File: src/rtl/fp32_add_unit.sv
// Multi-cycle binary32 adder: IDLE -> ALIGN -> ADD -> NORM -> ROUND -> DONE with a valid/acknowledge handshake.
// Define FPADD_SUBTRACT_EN to let Mode[2] turn the operation into A - B.
module fp32_add_unit #(
  parameter int LATENCY = 5
) (
  input  logic        CLK,
  input  logic        RSTn,
  input  logic [31:0] Datain1,
  input  logic [31:0] Datain2,
  input  logic        Data_valid,
  input  logic [2:0]  Mode,
  input  logic [4:0]  Debug,
  output logic [31:0] Dataout,
  output logic        Dataout_valid,
  output logic [2:0]  Exc
);

  typedef enum logic [2:0] {
    ST_IDLE  = 3'd0,
    ST_ALIGN = 3'd1,
    ST_ADD   = 3'd2,
    ST_NORM  = 3'd3,
    ST_ROUND = 3'd4,
    ST_DONE  = 3'd5
  } state_t;

  localparam logic [2:0]  EXC_NONE  = 3'b000;
  localparam logic [2:0]  EXC_OVF   = 3'b001;
  localparam logic [2:0]  EXC_UNF   = 3'b010;
  localparam logic [2:0]  EXC_INV   = 3'b011;
  localparam logic [2:0]  EXC_INF   = 3'b100;
  localparam logic [31:0] QNAN      = 32'h7FC0_0000;

  state_t       state_r, state_nxt_s;

  logic [31:0]  opa_r, opb_r;
  logic [1:0]   rmode_r;

  logic         sx_r, sub_r;
  logic [7:0]   ex_r;
  logic [26:0]  mx_r, my_r;
  logic         spec_hit_r;
  logic [2:0]   spec_exc_r;
  logic [31:0]  spec_res_r;

  logic [27:0]  sum_r;
  logic [26:0]  norm_man_r;
  logic [9:0]   norm_exp_r;
  logic         zero_r;

  logic         unused_s;
  assign unused_s = ^{Debug, Mode[2], LATENCY[0]};

  // State register.
  always_ff @(posedge CLK or negedge RSTn) begin
    if (!RSTn) begin
      state_r <= ST_IDLE;
    end else begin
      state_r <= state_nxt_s;
    end
  end

  // Next-state logic.
  always_comb begin
    state_nxt_s = state_r;
    case (state_r)
      ST_IDLE:  state_nxt_s = Data_valid ? ST_ALIGN : ST_IDLE;
      ST_ALIGN: state_nxt_s = ST_ADD;
      ST_ADD:   state_nxt_s = ST_NORM;
      ST_NORM:  state_nxt_s = ST_ROUND;
      ST_ROUND: state_nxt_s = ST_DONE;
      ST_DONE:  state_nxt_s = Data_valid ? ST_DONE : ST_IDLE;
      default:  state_nxt_s = ST_IDLE;
    endcase
  end

  // ---------------- ALIGN: unpack, classify, swap, shift ----------------
  logic        sa_s, sb_s, nan_a_s, nan_b_s, inf_a_s, inf_b_s;
  logic [7:0]  ea_s, eb_s, ex_s, ey_s, exp_diff_s;
  logic [23:0] ma_s, mb_s, mx_s, my_s;
  logic        sx_s, a_ge_b_s;
  logic [26:0] ext_y_s, shifted_s, aligned_s;
  logic        lost_s;
  logic [4:0]  sh_s;
  logic        spec_hit_s;
  logic [2:0]  spec_exc_s;
  logic [31:0] spec_res_s;

  // Operand unpacking and special-case classification; exponent 0 reads as zero.
  always_comb begin
    sa_s    = opa_r[31];
    sb_s    = opb_r[31];
    ea_s    = opa_r[30:23];
    eb_s    = opb_r[30:23];
    nan_a_s = (ea_s == 8'hFF) && (opa_r[22:0] != 23'd0);
    nan_b_s = (eb_s == 8'hFF) && (opb_r[22:0] != 23'd0);
    inf_a_s = (ea_s == 8'hFF) && (opa_r[22:0] == 23'd0);
    inf_b_s = (eb_s == 8'hFF) && (opb_r[22:0] == 23'd0);
    ma_s    = (ea_s == 8'd0) ? 24'd0 : {1'b1, opa_r[22:0]};
    mb_s    = (eb_s == 8'd0) ? 24'd0 : {1'b1, opb_r[22:0]};
    spec_hit_s = 1'b0;
    spec_exc_s = EXC_NONE;
    spec_res_s = 32'd0;
    if (nan_a_s || nan_b_s || (inf_a_s && inf_b_s && (sa_s != sb_s))) begin
      spec_hit_s = 1'b1;
      spec_exc_s = EXC_INV;
      spec_res_s = QNAN;
    end else if (inf_a_s) begin
      spec_hit_s = 1'b1;
      spec_exc_s = EXC_INF;
      spec_res_s = {sa_s, 8'hFF, 23'd0};
    end else if (inf_b_s) begin
      spec_hit_s = 1'b1;
      spec_exc_s = EXC_INF;
      spec_res_s = {sb_s, 8'hFF, 23'd0};
    end else begin
      spec_hit_s = 1'b0;
    end
  end

  // Swap so X holds the larger magnitude, then align Y with guard/round/sticky.
  always_comb begin
    a_ge_b_s   = {ea_s, ma_s} >= {eb_s, mb_s};
    sx_s       = a_ge_b_s ? sa_s : sb_s;
    ex_s       = a_ge_b_s ? ea_s : eb_s;
    ey_s       = a_ge_b_s ? eb_s : ea_s;
    mx_s       = a_ge_b_s ? ma_s : mb_s;
    my_s       = a_ge_b_s ? mb_s : ma_s;
    exp_diff_s = ex_s - ey_s;
    ext_y_s    = {my_s, 3'b000};
    sh_s       = exp_diff_s[4:0];
    shifted_s  = ext_y_s >> sh_s;
    lost_s     = |(ext_y_s & ~({27{1'b1}} << sh_s));
    if (exp_diff_s >= 8'd26) begin
      aligned_s = {26'd0, |my_s};
    end else begin
      aligned_s = {shifted_s[26:1], shifted_s[0] | lost_s};
    end
  end

  // ---------------- ADD ----------------
  logic [27:0] sum_s;

  // Magnitude add or subtract; X >= Y so the difference is never negative.
  always_comb begin
    if (sub_r) begin
      sum_s = {1'b0, mx_r} - {1'b0, my_r};
    end else begin
      sum_s = {1'b0, mx_r} + {1'b0, my_r};
    end
  end

  // ---------------- NORM ----------------
  logic [4:0]  lzc_s;
  logic [26:0] norm_man_s;
  logic [9:0]  norm_exp_s;

  // Leading-zero count of the non-carry field; the highest set bit wins.
  always_comb begin
    lzc_s = 5'd27;
    for (int i = 0; i < 27; i++) begin
      lzc_s = sum_r[i] ? 5'(26 - i) : lzc_s;
    end
  end

  // Normalise: carry shifts right into sticky, otherwise shift out leading zeros.
  always_comb begin
    if (sum_r[27]) begin
      norm_man_s = {sum_r[27:2], sum_r[1] | sum_r[0]};
      norm_exp_s = {2'b00, ex_r} + 10'd1;
    end else begin
      norm_man_s = sum_r[26:0] << lzc_s;
      norm_exp_s = {2'b00, ex_r} - {5'd0, lzc_s};
    end
  end

  // ---------------- ROUND ----------------
  logic [23:0] mant24_s;
  logic        g_s, r_s, s_s, inexact_s, up_s, inf_sel_s;
  logic [24:0] rounded_s;
  logic [22:0] frac_s;
  logic [9:0]  res_exp_s;
  logic [31:0] res_s;
  logic [2:0]  exc_s;

  // Rounding increment per mode.
  always_comb begin
    mant24_s  = norm_man_r[26:3];
    g_s       = norm_man_r[2];
    r_s       = norm_man_r[1];
    s_s       = norm_man_r[0];
    inexact_s = g_s | r_s | s_s;
    case (rmode_r)
      2'b00:   up_s = g_s & (r_s | s_s | mant24_s[0]);
      2'b01:   up_s = 1'b0;
      2'b10:   up_s = ~sx_r & inexact_s;
      2'b11:   up_s = sx_r & inexact_s;
      default: up_s = 1'b0;
    endcase
    case (rmode_r)
      2'b00:   inf_sel_s = 1'b1;
      2'b01:   inf_sel_s = 1'b0;
      2'b10:   inf_sel_s = ~sx_r;
      2'b11:   inf_sel_s = sx_r;
      default: inf_sel_s = 1'b1;
    endcase
    rounded_s = {1'b0, mant24_s} + {24'd0, up_s};
    if (rounded_s[24]) begin
      frac_s    = rounded_s[23:1];
      res_exp_s = norm_exp_r + 10'd1;
    end else begin
      frac_s    = rounded_s[22:0];
      res_exp_s = norm_exp_r;
    end
  end

  // Result selection: specials, then zero, overflow, underflow, normal.
  always_comb begin
    res_s = {sx_r, res_exp_s[7:0], frac_s};
    exc_s = EXC_NONE;
    if (spec_hit_r) begin
      res_s = spec_res_r;
      exc_s = spec_exc_r;
    end else if (zero_r) begin
      res_s = {(sub_r ? (rmode_r == 2'b11) : sx_r), 31'd0};
      exc_s = EXC_NONE;
    end else if ($signed(res_exp_s) >= $signed(10'd255)) begin
      res_s = inf_sel_s ? {sx_r, 8'hFF, 23'd0} : {sx_r, 8'hFE, 23'h7F_FFFF};
      exc_s = EXC_OVF;
    end else if ($signed(norm_exp_r) < $signed(10'd1)) begin
      res_s = {sx_r, 31'd0};
      exc_s = EXC_UNF;
    end else begin
      res_s = {sx_r, res_exp_s[7:0], frac_s};
      exc_s = EXC_NONE;
    end
  end

  // Datapath pipeline registers, each loaded in its own state.
  always_ff @(posedge CLK or negedge RSTn) begin
    if (!RSTn) begin
      opa_r      <= 32'd0;
      opb_r      <= 32'd0;
      rmode_r    <= 2'b00;
      sx_r       <= 1'b0;
      sub_r      <= 1'b0;
      ex_r       <= 8'd0;
      mx_r       <= 27'd0;
      my_r       <= 27'd0;
      spec_hit_r <= 1'b0;
      spec_exc_r <= 3'b000;
      spec_res_r <= 32'd0;
      sum_r      <= 28'd0;
      norm_man_r <= 27'd0;
      norm_exp_r <= 10'd0;
      zero_r     <= 1'b0;
    end else begin
      case (state_r)
        ST_IDLE: begin
          if (Data_valid) begin
            opa_r   <= Datain1;
`ifdef FPADD_SUBTRACT_EN
            opb_r   <= {Datain2[31] ^ Mode[2], Datain2[30:0]};
`else
            opb_r   <= Datain2;
`endif
            rmode_r <= Mode[1:0];
          end
        end
        ST_ALIGN: begin
          sx_r       <= sx_s;
          sub_r      <= sa_s ^ sb_s;
          ex_r       <= ex_s;
          mx_r       <= {mx_s, 3'b000};
          my_r       <= aligned_s;
          spec_hit_r <= spec_hit_s;
          spec_exc_r <= spec_exc_s;
          spec_res_r <= spec_res_s;
        end
        ST_ADD: begin
          sum_r <= sum_s;
        end
        ST_NORM: begin
          norm_man_r <= norm_man_s;
          norm_exp_r <= norm_exp_s;
          zero_r     <= (sum_r == 28'd0);
        end
        default: begin
          sum_r <= sum_r;
        end
      endcase
    end
  end

  // Output registers: loaded in ROUND, acknowledge held through DONE.
  always_ff @(posedge CLK or negedge RSTn) begin
    if (!RSTn) begin
      Dataout       <= 32'd0;
      Dataout_valid <= 1'b0;
      Exc           <= 3'b000;
    end else begin
      case (state_r)
        ST_ROUND: begin
          Dataout       <= res_s;
          Exc           <= exc_s;
          Dataout_valid <= 1'b1;
        end
        ST_DONE: begin
          Dataout_valid <= Data_valid;
        end
        default: begin
          Dataout_valid <= 1'b0;
        end
      endcase
    end
  end

endmodule

File: config.mk
export PLATFORM = sky130hd
export DESIGN_NAME = fp32_add_unit
export DESIGN_NICKNAME = d
export VERILOG_FILES = /design/src/rtl/fp32_add_unit.sv
export SDC_FILE = /design/constraint.sdc
export NUM_CORES = 1
export LEC_CHECK = 0
export ABC_AREA = 1
export BUFFER_PORTS_ARGS = -buffer_cell sky130_fd_sc_hd__buf_2
export CAP_MARGIN = 20
export CORE_MARGIN = 2
export CORE_UTILIZATION = 30
export CTS_CLUSTER_SIZE = 14
export DETAILED_ROUTE_END_ITERATION = 7
export HOLD_SLACK_MARGIN = 0.15
export PLACE_DENSITY = 0.44
export SETUP_SLACK_MARGIN = 0.5
export SLEW_MARGIN = 10
export SYNTH_ARGS = -nofsm -noshare
export SYNTH_HDL_FRONTEND = slang
export SYNTH_SLANG_ARGS = --single-unit
export TNS_END_PERCENT = 20
File: constraint.sdc
create_clock -name CLK -period 6.3 [get_ports CLK]
set_input_delay 0.315 -clock CLK [delete_from_list [all_inputs] [get_ports CLK]]
set_output_delay 0.315 -clock CLK [all_outputs]
set_load 0.01 [all_outputs]
* Yosys cells after proc, flatten, opt, wreduce, memory -nomap -nowiden
Cells that the tools add are included.
Word-level totals: input port bits 75, flip-flop bits (word level) 268
Operators by class: eq/ne operators 11, bitwise gates (word level) 13, muxes and demuxes 65, order comparisons 4, $add $sub $neg 7, reductions and logical operators 20, shift-type cells 3
Operator list (number):
- $mux W32 | 5
- $mux W24 | 5
- $mux W5 | 16
- $mux W31 | 2
- $mux W27 | 2
- $logic_not A23 Y1 | 2
- $reduce_bool A23 Y1 | 2
- $ge A32 B32 Y1 | 1
- $mux W4 | 8
- $add A27 B27 Y28 | 1
- $logic_not A28 Y1 | 1
- $mux W28 | 1
- $sub A27 B27 Y28 | 1
- $and A27 B27 Y27 | 1
- $not A27 Y27 | 1
- $reduce_or A27 Y1 | 1
- $shl A27 B5 Y27 | 1
- $shl A27 B5 Y27 const A | 1
- $shr A27 B5 Y27 | 1
- $add A24 B1 Y25 | 1
- $reduce_or A24 Y1 | 1
- $mux W23 | 1
- $mux W10 | 2
- $pmux W3 S6 | 1
- other kinds (30) | 64

* Depth between registers and ports, before layout
Gate-level depths: netlist of run 1.
word-level depth 29, gate-level depth with buffers 39, mapped depth without buffers 37

* Least setup slack after synthesis of run 1
OpenSTA, ideal clock, no wires.
kind reg2reg, start register opa_r[23], end register my_r[1], arrival 4.244 ns, data required time 6.172 ns, stages on the path, launching flop included 26, period minus slack after synthesis 4.373 ns, path slack 1.927 ns, path through dfrtp_1 > inv_1 > nand4_1 > nor2_1 > clkbuf_1 > nor2_1 > ha_1 > a21oi_1 > o21ai_0 > nand2_1 > o211ai_1 > a21oi_1 > nand3_2 > buf_4 > o21ai_1 > o21ai_0 > ha_1 > inv_1 > clkbuf_1 > clkbuf_1 > mux2i_1 > nor2_1 > o311ai_0 > o21ai_0 > nand2_1 > o21ai_1
Between the ends: cells in the longest elaborated chain, start to end 7
Ends and longest elaborated chain:
- start, declared | line 36 | logic [31:0] opa_r, opb_r;
- start signal, assigned | line 261 | opa_r <= Datain1;
- $logic_not A8 Y1 | line 99 | ma_s = (ea_s == 8'd0) ? 24'd0 : {1'b1, opa_r[22:0]};
- $mux W24 | line 99
- $ge A32 B32 Y1 | line 123 | a_ge_b_s = {ea_s, ma_s} >= {eb_s, mb_s};
- $mux W8, on equally long branches | line 125, 126
- $sub A8 B8 Y8 | line 129 | exp_diff_s = ex_s - ey_s;
- $ge A8 B5 Y1 or $shr A27 B5 Y27 (tied branches) | line 134, 132
- $mux W27 * | line 134 | if (exp_diff_s >= 8'd26) begin
- end signal, assigned | line 275 | my_r <= aligned_s;
- end, declared | line 41 | logic [26:0] mx_r, my_r;
Mark *: on every way between the ends. The rest lies on a longest branch, timed or not. A chain may end at the register's enable or synchronous reset.

* Final worst setup path of run 1
start register opb_r[28], end register my_r[4]
Between the ends: cells in the longest elaborated chain, start to end 7
Ends and longest elaborated chain:
- start, declared | line 36
- start signal, assigned | line 265 | opb_r <= Datain2;
- $logic_not A8 Y1 | line 100 | mb_s = (eb_s == 8'd0) ? 24'd0 : {1'b1, opb_r[22:0]};
- $mux W24 | line 100
- $ge A32 B32 Y1 | line 123
- $mux W8, on equally long branches | line 125, 126
- $sub A8 B8 Y8 | line 129
- $ge A8 B5 Y1 or $shr A27 B5 Y27 (tied branches) | line 134, 132
- $mux W27 * | line 134
Marked as above.

==> impl_metrics.ini, run 1 <==
[outcome]
status = finished clean

[cts]
path_clk_slew_ps = 60
cts_buffer_depth = 3
clock_sinks = 236
cts_root_buffer = clkbuf_16
clk_latency_ps = 570
htreeDepth = 1
cts_setup_buffers = 0
cts_tree = yes
numCtsBuffers = 29

[timing]
drv_slew = 0
hold_violations = 0
fmax_mhz = 186.7
rsz0062_at_grt = yes
final.setup.tns_ps = 0
period_share_pct = 85.01
finalSetupViolations = 0
finClkSkew_ps = 13.99
post-route-min-period_ps = 5356
max_slew_margin_pct = 37.97
worst_pin_slew_ps = 930.5

[final_layout]
fillers = 6362
nets = 2884
insertedDiodeCount = 0
area_growth_pct = 16.67
final_layout_size_suffix_gt1_share_pct = 8.623

[route]
drt-wirelength-per-cell_um = 17.50
drt-initial-drc-count = 1198
routed_wl_mm = 61.44
vias = 17530
antenna_left = 0
drt_first_pass_iters = 5
drc = 0
viasPerCell = 4.994

[worst_setup_path]
reg2reg_depth = 28
critical_path_class = flip-flop to flip-flop
critical_path.max_stage_delay_ps = 660
startpoint_type = flip-flop
arrival_ps = 5840
crit_path_end_kind = flip-flop
cp_slowest_cell = xor2_1
cp_data_required_time_ps = 6790
cpMostUsedCell = nand2_1
cp_max_fo = 16

[worst_hold_path]
min_path_type = primary input to flip-flop
min_path_cells = 3

[synthesis]
synth_top_family_by_area = simple AND/OR/NAND/NOR gates
yosys-top-cells-area = dfrtp_1, nand2_1, o21ai_0, a21oi_1, ha_1
syn_nets = 2779
yosys_warnings = 0
synth-async-reset-ratio_pct = 100.0
syn_avg_cell_area_um2 = 6.785
synth_mux_area_share_pct = 1.335
yosysMostFrequentCell = nand2_1
ys_seq_area_share_pct = 33.35
synth-compound-area-share_pct = 18.49
syn_inst = 2610
ys.flop_type = dfrtp_1
synth_top_area_share_pct = 33.35
ys_ff_latch = 236
yosysUniqueCellTypes = 61
synthSimpleGateAreaFrac_pct = 28.29
synth_edf_count = 0
synth_top_cell_by_area = dfrtp_1
synthAdderAreaFrac_pct = 6.726
yosys-top-cells-count = nand2_1, inv_1, o21ai_0, a21oi_1, dfrtp_1
synthXorXnorAreaFrac_pct = 2.565
netlist_area_um2 = 17710

[floorplanning]
die_x_um = 247.0
start_util_pct = 30.18
core_um2 = 58690
die_area_um2 = 60990
num_io_pins = 111
num_rows = 89
die_h_um = 247.0

[placed_design]
dp_hpwl_mm = 46.60
port_buffers = 104
place.gp.congestion = 0.9047

[run]
maxCapViolations = 0

[grt]
overflow = 0
track_usage_pct = 20.04
grt_max_degree = 152
first_global_vias = 17020
grt_pass1_wl_mm = 96.86
antenna_found_initial = 0
-- worst paths after layout --
path                       slack (ps)        endpoint         from
max                               940         my_r[4]    opb_r[28]
min                               220   Dataout_valid   Data_valid
max reg2reg                       940         my_r[4]    opb_r[28]
min reg2reg                       470     Dataout[10]  Dataout[10]
max in group asynchronous        4610       opb_r[17]         RSTn
min in group asynchronous         360  norm_man_r[25]         RSTn
-- flip-flops by register name, indices dropped and copies added (netlist names), 8 cells and up --
name,flops
Dataout,32
norm_exp_r,10
opb_r,32
ex_r,8
sum_r,28
my_r,27
mx_r,24
opa_r,32
norm_man_r,27
-- stage by stage --
step	std cells	area, um^2	setup slack, ps	util, %	hold slack (ps)
floorplan	2610	17710	1927	-	19.41
global placement	3390	18940	942.2	32.28	389.7
detailed placement	3390	18940	942.2	32.28	395.1
CTS	3510	20660	911.9	35.20	168.2
global route	3510	20660	466.5	35.21	221.5
finish	3510	20660	944.3	35.21	222.1
-- placed cells by master, fill, tap and decap left out, types with 14 or more instances in the layout --
master	synthesis	routed
dfrtp_1	236	236
nor3_1	23	21
clkbuf_16	0	29
nand2_1	644	644
xor2_1	43	43
nand3_1	197	196
ha_1	92	92
o22ai_1	17	17
dlygate4sd3_1	0	67
o21ai_0	277	276
nand4_1	33	33
o211ai_1	14	14
buf_2	14	103
inv_1	285	285
a21oi_1	238	238
nor4_1	27	27
buf_4	1	29
nor2_1	217	217
-- routing by layer --
metal	vias to the layer above	wire, um	track usage, %
met5	-	0	0
met4	0	2010	6.095
met3	91	1751	1.606
met2	333	30180	35.08
met1	8239	27490	26.15
li1	8867	-	-
-- worst max-delay path: cells and delay by family, from the launching register on --
family,cells,cell delay (ps)
flip-flops,1,320
XOR/XNOR,1,660
AND/OR/NAND/NOR,13,1620
AO/OA/AOI/OAI,6,990
adder cells (fa/ha/maj),2,560
buffers and inverters,6,1110
-- cell families after synthesis --
family,Yosys count
and+or+nand+nor,1174
AOI/OAI and AO/OA,610
buffers and inverters,423
DFF,236
adders and majority gates,94
xor gates and xnor gates,51
muxes,22
-- cell type report --
type	instances	area, um^2	area share (%)
Clock inverter	17	250.2	1.211
Tap cell	773	967.2	4.681
Multi-Input combinational cell	1951	10190	49.34
Clock buffer	36	792.0	3.833
Timing Repair Buffer	201	1439	6.964
Inverter	296	1114	5.390
Sequential cell	236	5906	28.58
-- repair_timing --
action / CTS / global route
hold buffers: 67 / 0
endpoints found under the setup margin: 0 / 14
hold endpoints to repair: 151 / 0
resized for setup: 0 / 2
Power of run 1 is left out: the tool's default activity adds up to more than one toggle a clock period on the data nets, which glitch-free logic cannot reach.
==> run 2, diff against run 1 <==
Settings changed: CORE_UTILIZATION 30 to 63, PLACE_DENSITY 0.44 to 0.79, SKIP_LAST_GASP set to 1.
==> run 2 against run 1 <==
Effect of this change:
- sequential share of layout area is 0.89 points higher
- clock skew is 6.1 ps higher
- first-iteration DRC count is 65% higher
- highest routed layer unchanged
- critical endpoint is now my_r[2]
- critical path type unchanged
==> impl_metrics.ini, run 2 (synthesis gave the netlist of run 1 again) <==
[grt]
met1_usage_pct = 47.19
grt.busiest_layer = met2
met3_usage_pct = 4.878
grt_pass1_wl_mm = 89.70
grt_max_degree = 105
antenna_found_initial = 0
overflow = 0
track_usage_pct = 38.49
first_global_vias = 17420
met2_usage_pct = 65.69

[placed_design]
dp_hpwl_mm = 40.11
pre_cts_slack_ps = 533.6
place.gp.congestion = 0.9917
placed_cell_area_um2 = 18430
port_buffers = 104

[worst_setup_path]
cp_data_required_time_ps = 6760
critical_path.max_stage_delay_ps = 490
reg2reg_slack_ps = 720
cpMostUsedCell = nand2_1
r2r_end = my_r[2]
path_buf_inv = 5
rr_startpoint = opb_r[27]
crit_path_end_kind = flip-flop
arrival_ps = 6040
startpoint_type = flip-flop
critical_path_class = flip-flop to flip-flop
cp_slowest_cell = o21ai_0
reg2reg_depth = 27
cp_top_family = simple AND/OR/NAND/NOR gates
cp_max_fo = 23

[final_layout]
top_regs = Dataout x32, opa_r x32, opb_r x32
layout_common_cells = nand2_1, inv_1, o21ai_0
area_growth_pct = 13.16
mostFrequentLayoutCell = nand2_1
nets = 2889
final_layout_size_suffix_gt1_share_pct = 8.799
insertedDiodeCount = 0
postLayoutCellArea_um2 = 20040
fillers = 2249

[cts]
numCtsBuffers = 27
path_clk_slew_ps = 70
clk_latency_ps = 550
clock_sinks = 236
cts_tree = yes
htreeDepth = 1
cts_buffer_depth = 3
cts_root_buffer = clkbuf_16

[floorplanning]
start_util_pct = 63.92
num_rows = 61
die_h_um = 171.7
num_io_pins = 111
die_x_um = 171.7
die_area_um2 = 29470
core_um2 = 27710

[timing]
setup_slack_ps = 717.3
hold_violations = 0
post-route-min-period_ps = 5583
finalSetupViolations = 0
final.setup.tns_ps = 0
worst_pin_slew_ps = 939.4
drv_slew = 0
rsz0062_at_grt = yes
period_share_pct = 88.61
max_slew_margin_pct = 36.71
fmax_mhz = 179.1
finClkSkew_ps = 20.11

[route]
viasPerCell = 6.019
routed_wl_mm = 57.49
drc = 0
drt-initial-drc-count = 1973
drt_first_pass_iters = 6
antenna_left = 0
drt-wirelength-per-cell_um = 18.44
vias = 18760

[worst_hold_path]
min_path_type = primary input to asynchronous set/reset pin

[outcome]
status = finished clean

[run]
maxCapViolations = 0
## run 2: cell count changes in the layout (fill, tap and decap cells not counted), moves of 2 or more
cell | previous run | this run
clkinv_4 | 1 | 3
clkbuf_16 | 29 | 27
buf_4 | 29 | 35
inv_1 | 285 | 283
bufinv_16 | 6 | 1
clkinvlp_4 | 3 | 5
## run 2: worst reg2reg max path, cell delays in order, from the launching register on
cell        delay, ps
dfrtp_1           410
inv_1             190
nand4_1           140
nor2_1            150
buf_4             210
clkinvlp_4        310
nand2_1           210
ha_1              170
nand2_1            70
inv_1              50
nand3_1            70
nor3_1            330
nand2_1           110
nand2_1            90
nand2_1            90
nand3_4           210
nand2_1            90
o21ai_1           130
o21ai_0           180
ha_1              470
clkinvlp_4        310
o21ai_1           370
o21ai_0           170
nand2_1           100
o21ai_0           220
o21ai_0           490
nand2_1            80
o21ai_0            80
## run 2: worst max-delay path by stage
stage              start       to  slack [ps]  cells past startpoint
5_1_grt        opb_r[26]  my_r[2]         490                     25
6_report       opb_r[27]  my_r[2]         720                     27
3_5_place_dp   opb_r[26]  my_r[8]         530                     27
3_3_place_gp   opb_r[26]  my_r[8]         700                     27
2_1_floorplan  opa_r[23]  my_r[1]        1930                     25
4_1_cts        opb_r[26]  my_r[8]         510                     27
## run 2: what timing repair did
item,CTS,global route
resized for setup,0,10
hold buffers,68,0
setup buffers,0,6
setup endpoints to repair,0,27
hold endpoints to repair,169,0
## run 2: final cells by class
class	count	area [um^2]	area share, %
Sequential cell	236	5906	29.47
Multi-Input combinational cell	1951	10200	50.91
Clock inverter	15	123.9	0.6181
Timing Repair inverter	1	5.005	0.02497
Tap cell	378	473.0	2.360
Inverter	296	1127	5.625
Clock buffer	33	728.2	3.634
Timing Repair Buffer	207	1474	7.355
## run 2: layer usage
layer | wire, um | part of all wire (%) | up-vias
met5 | 0 | 0 | -
met4 | 3950 | 6.9 | 0
met3 | 4310 | 7.5 | 251
met2 | 27740 | 48 | 916
met1 | 21490 | 37 | 8742
li1 | - | - | 8853
## run 2: metrics by stage
stage | util, % | std cells | hold slack (ps)
detailed placement | 66.52 | 2994 | 409.9
global route | 72.33 | 3117 | 425.5
floorplan | - | 2610 | 19.41
CTS | 72.05 | 3110 | 445.4
global placement | 66.52 | 2994 | 408.2
finish | 72.33 | 3117 | 344.2
Power of run 2 is left out for the same reason.
==> run 3, diff against run 2 <==
--- a/config.mk
+++ b/config.mk
@@ -12,2 +12,3 @@
 export CORE_UTILIZATION = 63
+export CTS_BUF_LIST = sky130_fd_sc_hd__clkbuf_16
 export CTS_CLUSTER_SIZE = 14
==> constraint.sdc (replaced) <==
create_clock -name CLK -period 6.3 [get_ports CLK]
set_input_delay 0.945 -clock CLK [delete_from_list [all_inputs] [get_ports CLK]]
set_output_delay 0.945 -clock CLK [all_outputs]
set_load 0.01 [all_outputs]
==> run 3 against run 2 <==
Effect of this change:
- routed wire length decreased by 6.5%
- sequential cell count is the same
- sequential share of layout area up 0.94 points
- first-iteration DRC count shrank 15%
- via count is 4.1% lower
- clock-buffer cell count shrank 6
- cell area fell by 3.1%
- worst setup slack better by 280 ps
- worst hold slack worse by 10 ps
- critical endpoint is now my_r[1]
- register-to-register slack better by 280 ps
- global-route usage shrank 2.7 points
==> impl_metrics.ini, run 3 (synthesis gave the netlist of run 1 again) <==
[outcome]
status = finished clean

[cts]
numCtsBuffers = 26
cts_tree = yes
path_clk_slew_ps = 60
clk_latency_ps = 540
clock_sinks = 236
cts_buffer_depth = 3
htreeDepth = 1
cts_root_buffer = clkbuf_16

[worst_setup_path]
cp_data_required_time_ps = 6760
arrival_ps = 5760
crit_path_end_kind = flip-flop
startpoint_type = flip-flop
critical_path_class = flip-flop to flip-flop
cp_max_fo = 22

[route]
drt-wirelength-per-cell_um = 17.62
viasPerCell = 5.897
drt-initial-drc-count = 1686
vias = 17990
drt_first_pass_iters = 6
routed_wl_mm = 53.74
drc = 0
antenna_left = 0

[floorplanning]
die_h_um = 171.7
die_x_um = 171.7
die_area_um2 = 29470
core_um2 = 27710
num_io_pins = 111
start_util_pct = 63.92
num_rows = 61

[final_layout]
layout_common_cells = nand2_1, inv_1, o21ai_0
mostFrequentLayoutCell = nand2_1
top_regs = Dataout x32, opa_r x32, opb_r x32
insertedDiodeCount = 0
nets = 2822
area_growth_pct = 9.665
final_layout_size_suffix_gt1_share_pct = 8.945
fillers = 2457

[grt]
track_usage_pct = 35.79
grt_max_degree = 174
grt_pass1_wl_mm = 84.19
antenna_found_initial = 0
overflow = 0
first_global_vias = 16580

[placed_design]
place.gp.congestion = 0.9817
dp_hpwl_mm = 39.43
port_buffers = 104

[worst_hold_path]
min_path_type = primary input to asynchronous set/reset pin

[timing]
drv_slew = 0
finalSetupViolations = 0
finClkSkew_ps = 9.196
final.setup.tns_ps = 0
post-route-min-period_ps = 5307
hold_violations = 0
worst_pin_slew_ps = 984.6
rsz0062_at_grt = no
fmax_mhz = 188.4
max_slew_margin_pct = 34.36
period_share_pct = 84.24

[run]
maxCapViolations = 0
==> run 3: critical path, cell delays in order, from the launching register on <==
cell and delay (ps):
dfrtp_1 420, inv_1 110, nand4_1 120, nor2_1 130, buf_4 280, inv_1 170, nand2_1 90, inv_1 60
ha_1 290, nand2_1 60, nor3_1 350, nand2_1 90, nand2_1 70, nand2_1 160, nand3_4 230, nand2_1 70
o21ai_1 130, o21ai_0 190, ha_1 230, o21ai_0 200, o211ai_2 130, xor2_1 160, buf_4 180, nor2_1 540
o311ai_0 310, o21ai_0 240, nand2_1 90, o21ai_1 80
==> run 3: layout make-up <==
cell class | count | area [um^2] | share of cell area (%)
Multi-Input combinational cell | 1952 | 10220 | 52.62
Sequential cell | 236 | 5906 | 30.41
Inverter | 296 | 1122 | 5.779
Timing Repair Buffer | 140 | 817.0 | 4.207
Clock buffer | 27 | 675.6 | 3.479
Tap cell | 378 | 473.0 | 2.435
Clock inverter | 20 | 203.9 | 1.050
Timing Repair inverter | 1 | 5.005 | 0.02577
==> run 3: metal layers <==
layer / vias up / GRT usage, % / part of all wire (%)
met2: 680 / 61.92 / 49
met3: 149 / 4.717 / 6.3
met5: - / 0 / 0
met4: 0 / 14.74 / 4.5
li1: 8739 / - / -
met1: 8419 / 45.15 / 41
==> run 3: final timing paths <==
kind                            cells past startpoint        endpoint  slack, ps        start
min in group CLK                                    2     Dataout[20]        470  Dataout[20]
worst min-delay path                                1  norm_man_r[20]        330         RSTn
worst max register to register                     27         my_r[1]        990    opa_r[26]
worst max-delay path                               27         my_r[1]        990    opa_r[26]
max in group asynchronous                           2        opa_r[8]       4650         RSTn
worst min register to register                      2     Dataout[20]        470  Dataout[20]
==> run 3: stage by stage <==
| step | setup WS [ps] | hold WS [ps] | instance area, um^2 | util (%) | cells |
|---|---|---|---|---|---|
| 2_1_floorplan | 1927 | 453.3 | 17710 | - | 2610 |
| 3_3_place_gp | 664.1 | 455.4 | 18410 | 66.45 | 2990 |
| 3_5_place_dp | 575.0 | 459.3 | 18410 | 66.45 | 2990 |
| 4_1_cts | 526.1 | 345.4 | 19290 | 69.63 | 3037 |
| 5_1_grt | 532.2 | 369.7 | 19420 | 70.10 | 3050 |
| 6_report | 993.0 | 334.2 | 19420 | 70.10 | 3050 |
==> run 3: repair_timing <==
item	in CTS	in global routing
setup buffers	0	11
endpoints found under the setup margin	0	27
gates resized for setup	0	11
hold buffers	0	0
endpoints found under the hold margin	0	0
Power of run 3 is left out for the same reason.
